`config.mk`:
```
export PLATFORM = sky130hd
export DESIGN_NAME = s_box
export DESIGN_NICKNAME = d
export VERILOG_FILES = /design/src/rtl/s_box.sv
export SDC_FILE = /design/constraint.sdc
export NUM_CORES = 1
export LEC_CHECK = 0
export ABC_AREA = 1
export BUFFER_PORTS_ARGS = -buffer_cell sky130_fd_sc_hd__buf_2
export CORE_ASPECT_RATIO = 0.9
export CORE_MARGIN = 10
export CORE_UTILIZATION = 50
export DETAILED_ROUTE_END_ITERATION = 16
export HOLD_SLACK_MARGIN = 0.03
export PLACE_DENSITY = 0.66
export SLEW_MARGIN = 30
export SYNTH_ARGS = -nofsm -noshare
export SYNTH_HDL_FRONTEND = slang
export SYNTH_SLANG_ARGS = --single-unit
```
`constraint.sdc`:
```
create_clock -name clk -period 18.9 [get_ports clk]
set_input_delay 2.835 -clock clk [delete_from_list [all_inputs] [get_ports clk]]
set_output_delay 2.835 -clock clk [all_outputs]
set_load 0.02 [all_outputs]
```
`src/rtl/s_box.sv`:
```
`default_nettype none
// ============================================================================
// Module      : s_box
// Description : AES forward S-box with a zero-latency combinational output and
//               a registered copy (asynchronous active-low reset).
// Revision    : 1.0 - initial release
// ============================================================================
module s_box (
    input  logic       clk,
    input  logic       rst_n,
    input  logic [0:7] in,
    output logic [0:7] out,
    output logic [0:7] out_q
);

    localparam logic [7:0] c_AFFINE = 8'h63;

    // Carry-less multiply reduced modulo x^8+x^4+x^3+x+1.
    function automatic logic [7:0] gf_mul(input logic [7:0] a, input logic [7:0] b);
        logic [7:0] p;
        logic [7:0] x;
        p = 8'h00;
        x = a;
        for (int k = 0; k < 8; k++) begin
            if (b[k]) begin
                p = p ^ x;
            end
            x = {x[6:0], 1'b0} ^ (x[7] ? 8'h1B : 8'h00);
        end
        return p;
    endfunction

    // a^254 equals a^-1 for a != 0 and yields 0 for a == 0.
    function automatic logic [7:0] gf_inv(input logic [7:0] a);
        logic [7:0] sq;
        logic [7:0] acc;
        sq  = a;
        acc = 8'h01;
        for (int k = 1; k < 8; k++) begin
            sq  = gf_mul(sq, sq);
            acc = gf_mul(acc, sq);
        end
        return acc;
    endfunction

    // LSB-first views: an ascending-range port copies across by numeric value.
    logic [7:0] w_in;
    logic [7:0] w_inv;
    logic [7:0] w_sub;
    logic [7:0] r_out_q;

    assign w_in  = in;
    assign w_inv = gf_inv(w_in);

    genvar i;
    generate
        for (i = 0; i < 8; i++) begin : g_affine
            assign w_sub[i] = w_inv[i]
                            ^ w_inv[(i + 4) % 8]
                            ^ w_inv[(i + 5) % 8]
                            ^ w_inv[(i + 6) % 8]
                            ^ w_inv[(i + 7) % 8]
                            ^ c_AFFINE[i];
        end
    endgenerate

    assign out = w_sub;

    always_ff @(posedge clk or negedge rst_n) begin
        if (!rst_n) begin
            r_out_q <= 8'h00;
        end else begin
            r_out_q <= w_sub;
        end
    end

    assign out_q = r_out_q;

endmodule
`default_nettype wire

```
==> results.cfg <==
[route]
wl_per_cell_um = 13.8
drt_iter0_markers = 2622
routed_via_density = 5.34
drtPass1Iterations = 6
vias = 24700
drc = 0
ant_nets = 0
routed_wl_um = 64000

[sta]
relSlewSlack_pct = 61.9
maxSlewViolCount = 0
rsz0062_at_grt = false
worst_pin_slew_ps = 567
clock.fmax_mhz = 56.4
fin_setup_tns_ps = 0
fin_crit_ps = 17740
finalCritPeriodShare_pct = 93.8
setup_viol = 0
finalHoldViolations = 0

[worst_setup_path]
arrival_ps = 14900
crit_slowest_cell = ha_2
path_common_cell = nand2_1
path_max_fanout = 24
slowest_delay_ps = 390
startpoint_type = input port
crit_path_end_kind = output port
cp.required_ps = 16070
worstSetupPathType = input port to output port

[die]
ios = 26
die-area_um2 = 51900
die_x_um = 239
core-area_um2 = 42900
std_cell_rows = 72
die_h_um = 217
start_util_pct = 50.4

[cts]
numClockSinks = 8
cts-root-buf = clkbuf_16
path_clk_slew_ps = 40
cts_hold_buffers = 0
cts_buffers = 3
cts_buffer_depth = 2
h-tree-depth = 1
cts_tree = built

[placed_design]
routabilityCongestion = 0.954
io_buffers = 25
hpwl_um = 50900

[finish]
antennaDiodeCount = 0
n_fill_cell = 4695
nets = 4099
syn2layout_area_growth_pct = 2.26
largest_reg_flops = 8
layout-drive-gt1-share_pct = 20.0

[logic_synthesis]
yosys-top-cells-area = nand2_1 (29%), nand3_1 (14%), nand2_2 (9.2%)
yosysSeqAreaShare_pct = 0.927
syn_inst = 4098
yosysWarnings = 0
synthFlopType = dfrtp_1
avgSynthCellArea_um2 = 5.27
yosysTopAreaCell = nand2_1
synth_top_cell_area_share_pct = 28.8
synth_cell_types = 56
syn_area_um2 = 21600
synth_most_common_cell = nand2_1
synth_edf_count = 0
synthesis.nets = 4115
async_flop_share_pct = 100
ys_seq_elements = 8
synthTopCellsByCount = nand2_1 (1660), nand3_1 (610), inv_1 (349), nand2_2 (318), nor2_1 (234)

[global_route]
antenna_found_initial = 0
grt_pass1_vias = 21600
grt_overflow_total = 0
grt_start_max_net_pins = 25
track_usage_pct = 23.7
grt_pass1_wl_um = 107000

[run_status]
outcome = complete, no violations

[job]
maxCapViolations = 0

[hold_path]
hold_path_class = input port to asynchronous set/reset pin
-- cell families (layout without fill, tap and decap cells) --
group / after synthesis / after routing / share of synthesized area (%)
simple gates: 3185 / 3185 / 71.6
buf+inv: 578 / 560 / 13.7
xor+xnor: 208 / 208 / 10.3
compound gates: 112 / 112 / 3.08
flops: 8 / 8 / 0.927
fa+ha+maj: 7 / 7 / 0.405
-- layout make-up --
cell class | instances | area [um^2] | share of cell area, %
flip-flops and latches | 8 | 200 | 0.906
repair inverters | 1 | 5.00 | 0.0227
clock buffers | 3 | 75.1 | 0.340
well taps | 555 | 694 | 3.14
repair buffers | 76 | 515 | 2.33
inverters | 480 | 1900 | 8.60
multi-input cells | 3512 | 18700 | 84.7
-- metal layers --
layer	vias up	wire, um	GRT usage (%)
li1	12800	-	-
met1	11000	30800	34.1
met2	904	27900	38.1
met3	86	4490	2.02
met4	0	905	4.14
met5	-	0	0
-- critical path: cells and delay by family --
family	cells	cell delay, ps
AO/OA/AOI/OAI	2	260
adder cells (fa/ha/maj)	4	1260
XOR/XNOR	7	1700
AND/OR/NAND/NOR	56	6830
buffers and inverters	13	1920
-- placed cells by master, fill, tap and decap left out, types with 68 or more instances in the layout --
cell	n
nand3_2	72
nand2_4	109
nor2_1	232
nand2_2	315
nand3b_1	68
inv_1	345
nand2_1	1651
inv_2	94
nand3_1	609
xor2_1	103
-- final timing paths --
kind | from | endpoint | slack, ps | cells past startpoint
min in group clk | out_q[1]$_DFF_PN0_ | out_q[1] | 3530 | 1
max | in[7] | out[1] | 1160 | 82
min | rst_n | out_q[0]$_DFF_PN0_ | 2430 | 1
max in group asynchronous | rst_n | out_q[4]$_DFF_PN0_ | 16310 | 1
-- per-stage QoR --
stage | instance area (um^2) | utilization (%) | worst slack, ps | hold WS, ps | std cells
after global placement | 21600 | 50.3 | 915 | 2680 | 4610
after CTS | 21700 | 50.5 | 682 | 2440 | 4613
after detailed placement | 21600 | 50.3 | 731 | 2680 | 4610
after floorplan | 21600 | - | 2010 | 2540 | 4098
after global routing | 22100 | 51.5 | 21.8 | 2440 | 4635
final | 22100 | 51.5 | 1160 | 2430 | 4635
-- repair_timing --
| action | in CTS | in global routing |
|---|---|---|
| gates resized for setup | 0 | 61 |
| buffers inserted | 0 | 21 |
| setup endpoints to repair | 0 | 8 |
Power is left out: the tool's default activity adds up to more than one toggle a clock period on the data nets, which glitch-free logic cannot reach.
